$ cat src/rtl/wb_port_arbiter_if.sv
// -----------------------------------------------------------------------------
// wb_port_arbiter_if
// Bundles the signals between the write-port arbiter and its surroundings:
//   - Wb*      : writeback-stage write request and its accept
//   - Md*      : multi-cycle unit result offer and its ready
//   - Reg*     : register file write port
//   - StallOut : writeback hold request
//   - Rs/Rt*   : decode-stage source registers and their pending flags
// Modport "slave" is the arbiter; modport "master" is the pipeline side.
// -----------------------------------------------------------------------------
interface wb_port_arbiter_if;
    logic        WbValidIn;
    logic [4:0]  WbRegIn;
    logic [31:0] WbDataIn;
    logic        WbAcceptOut;

    logic        MdValidIn;
    logic [4:0]  MdRegIn;
    logic [31:0] MdDataIn;
    logic        MdReadyOut;

    logic        RegWriteOut;
    logic [4:0]  RegAddrOut;
    logic [31:0] RegDataOut;

    logic        StallOut;

    logic [4:0]  RsIn;
    logic [4:0]  RtIn;
    logic        RsPendingOut;
    logic        RtPendingOut;

    modport master (
        output WbValidIn, WbRegIn, WbDataIn,
        input  WbAcceptOut,
        output MdValidIn, MdRegIn, MdDataIn,
        input  MdReadyOut,
        input  RegWriteOut, RegAddrOut, RegDataOut,
        input  StallOut,
        output RsIn, RtIn,
        input  RsPendingOut, RtPendingOut
    );

    modport slave (
        input  WbValidIn, WbRegIn, WbDataIn,
        output WbAcceptOut,
        input  MdValidIn, MdRegIn, MdDataIn,
        output MdReadyOut,
        output RegWriteOut, RegAddrOut, RegDataOut,
        output StallOut,
        input  RsIn, RtIn,
        output RsPendingOut, RtPendingOut
    );
endinterface

$ cat src/rtl/wb_port_arbiter.sv
// -----------------------------------------------------------------------------
// wb_port_arbiter
// Shares the register file write port between the writeback stage and results
// from the multi-cycle (mul/div) unit. Multi-cycle results are buffered in a
// small FIFO and written in idle writeback slots; a starvation counter forces a
// one-cycle writeback stall so buffered results always retire. Pending flags
// let the decode hazard logic stall on registers still waiting in the FIFO.
//
// Ports:
//   clk   : single clock, all state on the rising edge
//   reset : synchronous, active-high
//   bus   : wb_port_arbiter_if.slave (writeback, multi-cycle, write port,
//           stall and pending signals)
// Parameters:
//   DEPTH        : FIFO entries, power of two in 2..16
//   STARVE_LIMIT : denied cycles before StallOut asserts, 1..15
// -----------------------------------------------------------------------------
module wb_port_arbiter #(
    parameter int DEPTH        = 4,
    parameter int STARVE_LIMIT = 3
) (
    input  logic             clk,
    input  logic             reset,
    wb_port_arbiter_if.slave bus
);
    localparam int          AW            = $clog2(DEPTH);
    localparam logic [AW:0] FULL_COUNT    = (AW+1)'(DEPTH);
    localparam logic [AW:0] CNT_ZERO      = (AW+1)'(0);
    localparam logic [AW:0] CNT_ONE       = (AW+1)'(1);
    localparam logic [AW-1:0] PTR_ZERO    = AW'(0);
    localparam logic [AW-1:0] PTR_ONE     = AW'(1);
    localparam logic [3:0]  STARVE_THRESH = 4'(STARVE_LIMIT);
    localparam logic [3:0]  STARVE_MAX    = 4'd15;

    // FIFO storage and bookkeeping
    logic [4:0]    reg_mem_r  [DEPTH];
    logic [31:0]   data_mem_r [DEPTH];
    logic [AW-1:0] rd_ptr_r;
    logic [AW-1:0] wr_ptr_r;
    logic [AW:0]   count_r;
    logic [3:0]    starve_r;

    logic          full_s;
    logic          empty_s;
    logic          stall_s;
    logic          md_ready_s;
    logic          push_s;
    logic          pop_s;

    logic          wb_accept_s;
    logic          reg_write_s;
    logic [4:0]    reg_addr_s;
    logic [31:0]   reg_data_s;

    logic          rs_pending_s;
    logic          rt_pending_s;
    logic [AW-1:0] slot_s;

    assign full_s     = (count_r == FULL_COUNT);
    assign empty_s    = (count_r == CNT_ZERO);
    assign stall_s    = (starve_r >= STARVE_THRESH);
    assign md_ready_s = ~full_s & ~reset;
    // Results for r0 are handshaken but never stored.
    assign push_s     = bus.MdValidIn & md_ready_s & (bus.MdRegIn != 5'd0);

    // Write-port grant: forced FIFO drain, then writeback, then idle-slot drain
    always_comb begin
        pop_s       = 1'b0;
        wb_accept_s = 1'b0;
        reg_write_s = 1'b0;
        reg_addr_s  = 5'd0;
        reg_data_s  = 32'd0;
        if (reset) begin
            pop_s       = 1'b0;
        end else if (stall_s && !empty_s) begin
            pop_s       = 1'b1;
            reg_write_s = 1'b1;
            reg_addr_s  = reg_mem_r[rd_ptr_r];
            reg_data_s  = data_mem_r[rd_ptr_r];
        end else if (bus.WbValidIn && !stall_s) begin
            wb_accept_s = 1'b1;
            reg_write_s = (bus.WbRegIn != 5'd0);
            reg_addr_s  = bus.WbRegIn;
            reg_data_s  = bus.WbDataIn;
        end else if (!empty_s) begin
            pop_s       = 1'b1;
            reg_write_s = 1'b1;
            reg_addr_s  = reg_mem_r[rd_ptr_r];
            reg_data_s  = data_mem_r[rd_ptr_r];
        end else begin
            reg_write_s = 1'b0;
        end
    end

    // Pending flags: compare sources against every occupied FIFO slot
    always_comb begin
        rs_pending_s = 1'b0;
        rt_pending_s = 1'b0;
        slot_s       = PTR_ZERO;
        for (int i = 0; i < DEPTH; i++) begin
            slot_s       = rd_ptr_r + AW'(i);
            rs_pending_s = rs_pending_s | (((AW+1)'(i) < count_r) &&
                           (reg_mem_r[slot_s] == bus.RsIn) && (bus.RsIn != 5'd0));
            rt_pending_s = rt_pending_s | (((AW+1)'(i) < count_r) &&
                           (reg_mem_r[slot_s] == bus.RtIn) && (bus.RtIn != 5'd0));
        end
    end

    // FIFO payload storage; contents are don't-care until the count covers them
    always_ff @(posedge clk) begin
        if (push_s) begin
            reg_mem_r[wr_ptr_r]  <= bus.MdRegIn;
            data_mem_r[wr_ptr_r] <= bus.MdDataIn;
        end
    end

    // FIFO pointers and occupancy count
    always_ff @(posedge clk) begin
        if (reset) begin
            rd_ptr_r <= PTR_ZERO;
            wr_ptr_r <= PTR_ZERO;
            count_r  <= CNT_ZERO;
        end else begin
            if (push_s) begin
                wr_ptr_r <= wr_ptr_r + PTR_ONE;
            end
            if (pop_s) begin
                rd_ptr_r <= rd_ptr_r + PTR_ONE;
            end
            case ({push_s, pop_s})
                2'b10:   count_r <= count_r + CNT_ONE;
                2'b01:   count_r <= count_r - CNT_ONE;
                default: count_r <= count_r;
            endcase
        end
    end

    // Starvation counter: counts cycles a nonempty FIFO goes without a pop
    always_ff @(posedge clk) begin
        if (reset) begin
            starve_r <= 4'd0;
        end else if (pop_s || empty_s) begin
            starve_r <= 4'd0;
        end else if (starve_r != STARVE_MAX) begin
            starve_r <= starve_r + 4'd1;
        end else begin
            starve_r <= starve_r;
        end
    end

    assign bus.WbAcceptOut  = wb_accept_s;
    assign bus.MdReadyOut   = md_ready_s;
    assign bus.RegWriteOut  = reg_write_s;
    assign bus.RegAddrOut   = reg_addr_s;
    assign bus.RegDataOut   = reg_data_s;
    assign bus.StallOut     = stall_s;
    assign bus.RsPendingOut = rs_pending_s;
    assign bus.RtPendingOut = rt_pending_s;

endmodule

$ cat src/flat_wrapper.sv
// flat-port wrapper written by rule: the top's interface ports become plain ports
module wb_port_arbiter_flat 
#(
    parameter int DEPTH        = 4,
    parameter int STARVE_LIMIT = 3
)
  (clk, reset, bus_WbValidIn, bus_WbRegIn, bus_WbDataIn, bus_WbAcceptOut, bus_MdValidIn, bus_MdRegIn, bus_MdDataIn, bus_MdReadyOut, bus_RegWriteOut, bus_RegAddrOut, bus_RegDataOut, bus_StallOut, bus_RsIn, bus_RtIn, bus_RsPendingOut, bus_RtPendingOut);
  wb_port_arbiter_if bus_i ();
  input  logic clk;
  input  logic reset;
  input wire logic [$bits(bus_i.WbValidIn)-1:0] bus_WbValidIn;
  input wire logic [$bits(bus_i.WbRegIn)-1:0] bus_WbRegIn;
  input wire logic [$bits(bus_i.WbDataIn)-1:0] bus_WbDataIn;
  output wire logic [$bits(bus_i.WbAcceptOut)-1:0] bus_WbAcceptOut;
  input wire logic [$bits(bus_i.MdValidIn)-1:0] bus_MdValidIn;
  input wire logic [$bits(bus_i.MdRegIn)-1:0] bus_MdRegIn;
  input wire logic [$bits(bus_i.MdDataIn)-1:0] bus_MdDataIn;
  output wire logic [$bits(bus_i.MdReadyOut)-1:0] bus_MdReadyOut;
  output wire logic [$bits(bus_i.RegWriteOut)-1:0] bus_RegWriteOut;
  output wire logic [$bits(bus_i.RegAddrOut)-1:0] bus_RegAddrOut;
  output wire logic [$bits(bus_i.RegDataOut)-1:0] bus_RegDataOut;
  output wire logic [$bits(bus_i.StallOut)-1:0] bus_StallOut;
  input wire logic [$bits(bus_i.RsIn)-1:0] bus_RsIn;
  input wire logic [$bits(bus_i.RtIn)-1:0] bus_RtIn;
  output wire logic [$bits(bus_i.RsPendingOut)-1:0] bus_RsPendingOut;
  output wire logic [$bits(bus_i.RtPendingOut)-1:0] bus_RtPendingOut;
  assign bus_i.WbValidIn = bus_WbValidIn;
  assign bus_i.WbRegIn = bus_WbRegIn;
  assign bus_i.WbDataIn = bus_WbDataIn;
  assign bus_WbAcceptOut = bus_i.WbAcceptOut;
  assign bus_i.MdValidIn = bus_MdValidIn;
  assign bus_i.MdRegIn = bus_MdRegIn;
  assign bus_i.MdDataIn = bus_MdDataIn;
  assign bus_MdReadyOut = bus_i.MdReadyOut;
  assign bus_RegWriteOut = bus_i.RegWriteOut;
  assign bus_RegAddrOut = bus_i.RegAddrOut;
  assign bus_RegDataOut = bus_i.RegDataOut;
  assign bus_StallOut = bus_i.StallOut;
  assign bus_i.RsIn = bus_RsIn;
  assign bus_i.RtIn = bus_RtIn;
  assign bus_RsPendingOut = bus_i.RsPendingOut;
  assign bus_RtPendingOut = bus_i.RtPendingOut;
  wb_port_arbiter #(.DEPTH(DEPTH), .STARVE_LIMIT(STARVE_LIMIT)) u_core (.clk(clk), .reset(reset), .bus(bus_i));
endmodule
$ cat config.mk
export PLATFORM = sky130hd
export DESIGN_NAME = wb_port_arbiter_flat
export DESIGN_NICKNAME = d
export VERILOG_FILES = /design/src/rtl/wb_port_arbiter_if.sv /design/src/rtl/wb_port_arbiter.sv /design/src/flat_wrapper.sv
export SDC_FILE = /design/constraint.sdc
export NUM_CORES = 1
export LEC_CHECK = 0
export CAP_MARGIN = 20
export CORE_MARGIN = 4
export CORE_UTILIZATION = 53
export DETAILED_ROUTE_END_ITERATION = 12
export GPL_TIMING_DRIVEN = 0
export PLACE_DENSITY = 0.8
export SLEW_MARGIN = 0
export SYNTH_ARGS = -nofsm -noshare
export SYNTH_HDL_FRONTEND = slang
export SYNTH_SLANG_ARGS = --single-unit
$ cat constraint.sdc
create_clock -name clk -period 2.86 [get_ports clk]
set_input_delay 0.286 -clock clk [delete_from_list [all_inputs] [get_ports clk]]
set_output_delay 0.286 -clock clk [all_outputs]
set_load 0.05 [all_outputs]
== Word level (Yosys, flattened, before mapping) ==
Memory sizes are Yosys's and may differ from the RTL's. A register that Yosys moved wholly into a read port is not among the register bits.
Index checks and enable logic that the tools add are counted.

* Add/sub/neg operators: 7
* $lt $le $gt $ge: 5
* Equal/unequal tests: 12
* Mux-type cells: 25
* Bitwise operators: 11
* Reductions and logical operators: 28

{| class="wikitable"
|+ Operators with widths
! operator !! count
|-
| 32-bit 2-to-1 mux || 4
|-
| 5-bit equality test || 8
|-
| 5-bit 2-to-1 mux || 4
|-
| 5-bit nonzero test || 4
|-
| 1-bit logical AND || 18
|-
| 1-bit 2-to-1 mux || 12
|-
| 2-bit 2-to-1 mux || 4
|-
| 1-bit by 3-bit less-than comparator with 1-bit output (first input constant) || 2
|-
| 2-bit by 3-bit less-than comparator with 1-bit output (first input constant) || 2
|-
| 1-bit OR || 6
|-
| 3-bit case mux with 2 select lines || 1
|-
| 2-bit by 1-bit adder with 2-bit output (second input constant) || 2
|-
| 2-bit adder (second input constant) || 2
|-
| 4-bit by 1-bit adder with 4-bit output (second input constant) || 1
|-
| 4-bit by 2-bit greater-or-equal comparator with 1-bit output (second input constant) || 1
|-
| 4-bit inequality test (second input constant) || 1
|-
| 3-bit by 1-bit adder with 3-bit output (second input constant) || 1
|-
| 1-bit AND || 3
|-
| 3-bit equality test (second input constant) || 1
|-
| 3-bit logical NOT || 1
|-
| 3-bit by 1-bit subtractor with 3-bit output (second input constant) || 1
|-
| 2-bit by 1-bit equality test with 1-bit output (second input constant) || 1
|-
| 2-bit equality test (second input constant) || 1
|-
| 1-bit logical NOT || 2
|-
| other kinds (4) || 5
|}

* Flip-flop bits (word level): 11
* RAM bits: 148
* Bits of input ports: 88
* Output and inout bits: 43
* Logic and storage cells: 94
* Memories kept: 2

{| class="wikitable"
|+ Memories
! memory !! depth !! bits a word !! rd ports !! clocked after memory_dff !! wr ports !! RTL line !! text
|-
| u_core.data_mem_r || 4 || 32 || 1 || 1 || 1 || wb_port_arbiter.sv:37 || <nowiki>logic [31:0] data_mem_r [DEPTH];</nowiki>
|-
| u_core.reg_mem_r || 4 || 5 || 4 || 1 || 1 || wb_port_arbiter.sv:36 || <nowiki>logic [4:0] reg_mem_r [DEPTH];</nowiki>
|}

== Depth between registers and ports, before layout ==
* Depth after elaboration: 8
* Mapped depth: 10
* Gate-level depth less buffers: 10

== Least setup slack after synthesis ==
No wires, ideal clock.

* Path type: register to register
* Start: register u_core.count_r[0]
* End: memory u_core.data_mem_r[1][0], enable pin
* Library setup time: 398 ps
* Data arrival time: 3,022 ps
* Data required time: 2,462 ps
* Slack: -560 ps
* Stages on the path, launching flop included: 7
* Buffers on the path: 0
* Clock period less this slack: 3,420 ps
* Cells stage by stage: dfxtp_1 -> inv_1 -> ha_1 -> a21oi_1 -> nand2_1 -> a21oi_1 -> and2_1

* Cells in the longest elaborated chain, start to end: 7

{| class="wikitable"
|+ RTL lines
! element !! RTL line !! text
|-
| start: declaration || wb_port_arbiter.sv:40 || <nowiki>logic [AW:0] count_r;</nowiki>
|-
| start signal: assignment || wb_port_arbiter.sv:131 || <nowiki>2'b10: count_r <= count_r + CNT_ONE;</nowiki>
|-
| start signal: assignment || wb_port_arbiter.sv:132 || <nowiki>2'b01: count_r <= count_r - CNT_ONE;</nowiki>
|-
| start signal: assignment || wb_port_arbiter.sv:133 || <nowiki>default: count_r <= count_r;</nowiki>
|-
| 3-bit equality test || wb_port_arbiter.sv:59 || <nowiki>assign full_s = (count_r == FULL_COUNT);</nowiki>
|-
| 1-bit NOT || wb_port_arbiter.sv:62 || <nowiki>assign md_ready_s = ~full_s & ~reset;</nowiki>
|-
| 1-bit AND || wb_port_arbiter.sv:62 ||
|-
| via bus_MdReadyOut || flat_wrapper.sv:18 || <nowiki>output wire logic [$bits(bus_i.MdReadyOut)-1:0] bus_MdReadyOut;</nowiki>
|-
| 1-bit AND (2 in a row) || wb_port_arbiter.sv:64 || <nowiki>assign push_s = bus.MdValidIn & md_ready_s & (bus.MdRegIn != 5'd0);</nowiki>
|-
| 1-bit 2-to-1 mux || wb_port_arbiter.sv:111 || <nowiki>if (push_s) begin</nowiki>
|-
| 1-bit 2-to-1 mux (implied by the code) || wb_port_arbiter.sv:113 || <nowiki>data_mem_r[wr_ptr_r] <= bus.MdDataIn;</nowiki>
|-
| end: declaration || wb_port_arbiter.sv:37 ||
|}

The timed path passes the listed nets, and every way through them passes these cells.

== Worst setup path in the final report ==
* Start: register u_core.count_r[1]
* End: memory u_core.reg_mem_r[1][3], enable pin

* Cells in the longest elaborated chain, start to end: 7

{| class="wikitable"
|+ RTL lines
! element !! RTL line !! text
|-
| 3-bit equality test || wb_port_arbiter.sv:59 ||
|-
| 1-bit NOT || wb_port_arbiter.sv:62 ||
|-
| 1-bit AND || wb_port_arbiter.sv:62 ||
|-
| 1-bit AND (2 in a row) || wb_port_arbiter.sv:64 ||
|-
| 1-bit 2-to-1 mux || wb_port_arbiter.sv:111 ||
|-
| 1-bit 2-to-1 mux (implied by the code) || wb_port_arbiter.sv:112 || <nowiki>reg_mem_r[wr_ptr_r] <= bus.MdRegIn;</nowiki>
|-
| end: declaration || wb_port_arbiter.sv:36 ||
|}

No other way between the ends.

==> flow_summary.yaml <==
clocking:
  cts_buffers: 17
  cts_sinks: 161
  cts_hold_buf: 0
  worstSkewPairLatency_ns: 0.42
  root_buffer: "clkbuf_16"
  cts_tree: "built"
  htree_levels: 4
  clk_pin_slew_ns: 0.06
  clockBufferDepth: 2
yosys:
  yosysWarningCount: 0
  synth_fa_ha_area_frac: 0.0171
  synth_top_family_by_area: "multiplexers"
  synth.most_common_cell: "edfxtp_1"
  synth.area.top_cells: "edfxtp_1, mux4_2, a22o_1"
  yosys.area_share.xor_xnor: 0.0598
  ys_async_sr_fraction: 0
  netlist_area_sq_um: 7320
  yosys.area_share.simple: 0.0330
  synth_edf_count: 148
  synth.distinct_cells: 36
  synthesis.instances: 426
  syn_avg_cell_area_sq_um: 17.2
  synth_compound_area_frac: 0.0612
  seq_area_frac_synth: 0.643
  synthFlopType: "edfxtp_1"
  synth_top_area_cell: "edfxtp_1"
  synthTopCellsByCount: "edfxtp_1, mux4_2, a22o_1"
  synth_top_area_share: 0.607
  synth_mux_area_frac: 0.164
  ys_ff_latch: 161
power_and_ir_drop:
  leakage_nw: 3.21
  power.total_mw: 7.68
  power_density_nw_per_um2: 815
  ir_worst_vdd_mv: 0.615
sta:
  period_minus_slack_ns: 2.86
  slew_headroom: 0.319
  period_share: 0.998
  tightest_slew_ns: 1.02
  finalMaxSlewViolations: 0
  hold_viol: 0
  fmax_mhz: 350
  setup_viol: 0
  clock_skew_ns: 0.00571
  grt_setup_unrepaired: "yes"
  tns_ns: 0
  setup_slack_ns: 0.00442
floorplanning:
  ios: 131
  die_h_um: 126
  die_w_um: 126
  initial_utilization: 0.546
  core_sq_um: 13400
  dieArea_sq_um: 15800
  rows: 42
setup_path:
  cp.arrival_ns: 2.89
  regToRegStartpoint: "u_core.count_r[1]"
  startpoint: "u_core.count_r[1]"
  startpoint_type: "flip-flop"
  worst-path-max-fanout: 37
  worstSetupEndpointType: "flip-flop"
  rr_worst_depth: 6
  worstSetupPathType: "flip-flop to flip-flop"
  critPathRequiredTime_ns: 2.89
global_route:
  antenna_found_initial: 0
  grt_use_total: 0.215
  grt_pass1_vias: 4686
  grt_pass1_wl_um: 25700
  grt_max_degree: 38
  overflow: 0
detailed_routing:
  drt_pass1_iterations: 4
  wl_met3_um: 1030
  vias_per_cell: 5.81
  top_layer_used: "met4"
  dr_wl_met2_um: 8530
  num_vias: 4408
  drc_errors: 0
  routed_wl_um: 16500
  m1WireLength_um: 6670
  wl_per_cell_um: 21.7
  drt_iter0_drc: 250
  ant_nets: 0
outcome:
  status: "finished, final reports clean"
worst_hold_path:
  min_from: "bus_MdDataIn[17]"
  hp-class: "input port to flip-flop"
  hold_depth: 1
place:
  dp.cells: 723
  dp_slack_ns: -0.594
  hpwl_um: 11100
  gp_congestion: 0.871
  io_buffers: 120
  place_area_sq_um: 8750
job:
  maxCapViolCount: 0
final_layout:
  drive_above_1_share: 0.271
  diodes: 0
  stdcell_count: 759
  synthToLayoutAreaGrowth_pct: 28.8
  nets: 670
  fin_area_sq_um: 9430
-- flip-flops by register name (all words and copies together), names as in the netlist, named ones only --
name,count
u_core.rd_ptr_r,2
u_core.count_r,3
u_core.data_mem_r,128
u_core.reg_mem_r,20
u_core.wr_ptr_r,2
u_core.starve_r,4
-- cells by family after synthesis --
group                    after synthesis
flip-flops                           161
XOR/XNOR                              50
multiplexers                          63
AO/OA/AOI/OAI                         56
adder cells (fa/ha/maj)               10
AND/OR/NAND/NOR                       46
buffers and inverters                 39
other                                  1
-- where the power goes --
part / leakage (nW) / internal (mW) / total, mW / switching [mW]
combinational: 1.46 / 1.11 / 2.59 / 1.48
clock: 0.301 / 1.46 / 2.34 / 0.880
sequential: 1.45 / 2.69 / 2.76 / 0.0727
total: 3.21 / 5.25 / 7.68 / 2.44
-- area by class of cell --
| cell class | instances | area [sq um] |
|---|---|---|
| fillers | 897 | 3970 |
| plain buffers | 31 | 178 |
| clock inverters | 12 | 183 |
| multi-input cells | 227 | 2540 |
| repair buffers | 127 | 1140 |
| flip-flops and latches | 161 | 4710 |
| well taps | 176 | 220 |
| clock buffers | 18 | 429 |
| inverters | 7 | 26.3 |
-- path summary, 6_finish.rpt --
path,slack (ns),end
max,0.004,u_core.reg_mem_r[1][3]
max reg2reg,0.004,u_core.reg_mem_r[1][3]
min reg2reg,0.52,u_core.starve_r[1]
min,0.49,u_core.data_mem_r[1][17]
-- placed cells by master, fill, tap and decap left out, types with 4 or more instances in the layout --
| master | netlist | final |
|---|---|---|
| a22o_1 | 37 | 37 |
| buf_2 | 4 | 24 |
| buf_4 | 0 | 18 |
| buf_6 | 1 | 5 |
| bufinv_16 | 0 | 4 |
| clkbuf_1 | 21 | 13 |
| clkbuf_16 | 0 | 17 |
| clkdlybuf4s15_2 | 0 | 9 |
| clkdlybuf4s50_1 | 0 | 79 |
| clkinv_4 | 0 | 4 |
| dfxtp_1 | 13 | 9 |
| dfxtp_2 | 0 | 4 |
| edfxtp_1 | 148 | 148 |
| ha_1 | 10 | 10 |
| inv_1 | 5 | 5 |
| mux2i_1 | 18 | 12 |
| mux2i_4 | 0 | 4 |
| mux4_2 | 39 | 43 |
| nand2_1 | 4 | 4 |
| nand4_1 | 8 | 8 |
| nor2_1 | 12 | 11 |
| nor3_1 | 6 | 6 |
| xnor2_1 | 36 | 35 |
| xor2_1 | 14 | 14 |
-- critical path, cell delays in order (launching register included) --
cell	delay [ns]
dfxtp_1	0.39
inv_1	0.12
ha_1	0.23
a21oi_2	0.16
nand2_1	0.12
a21oi_1	0.49
and2_2	0.92
-- per-layer routing --
layer,vias to the layer above,track usage
met5,-,0
li1,1990,-
met4,0,0.0714
met2,146,0.368
met3,21,0.0529
met1,2251,0.272
-- per-stage QoR --
stage	hold WS (ns)	utilization
floorplan	0.385	-
detailed placement	0.515	0.653
CTS	0.476	0.706
global placement	0.482	0.653
finish	0.494	0.704
global route	0.497	0.704
-- timing repair --
action / CTS / global route
gates cloned: 1 / 0
pin swaps: 7 / 2
buffers inserted: 4 / 2
setup endpoints to repair: 190 / 151
gates resized for setup: 203 / 53
Power figures use the tool's default switching activity.
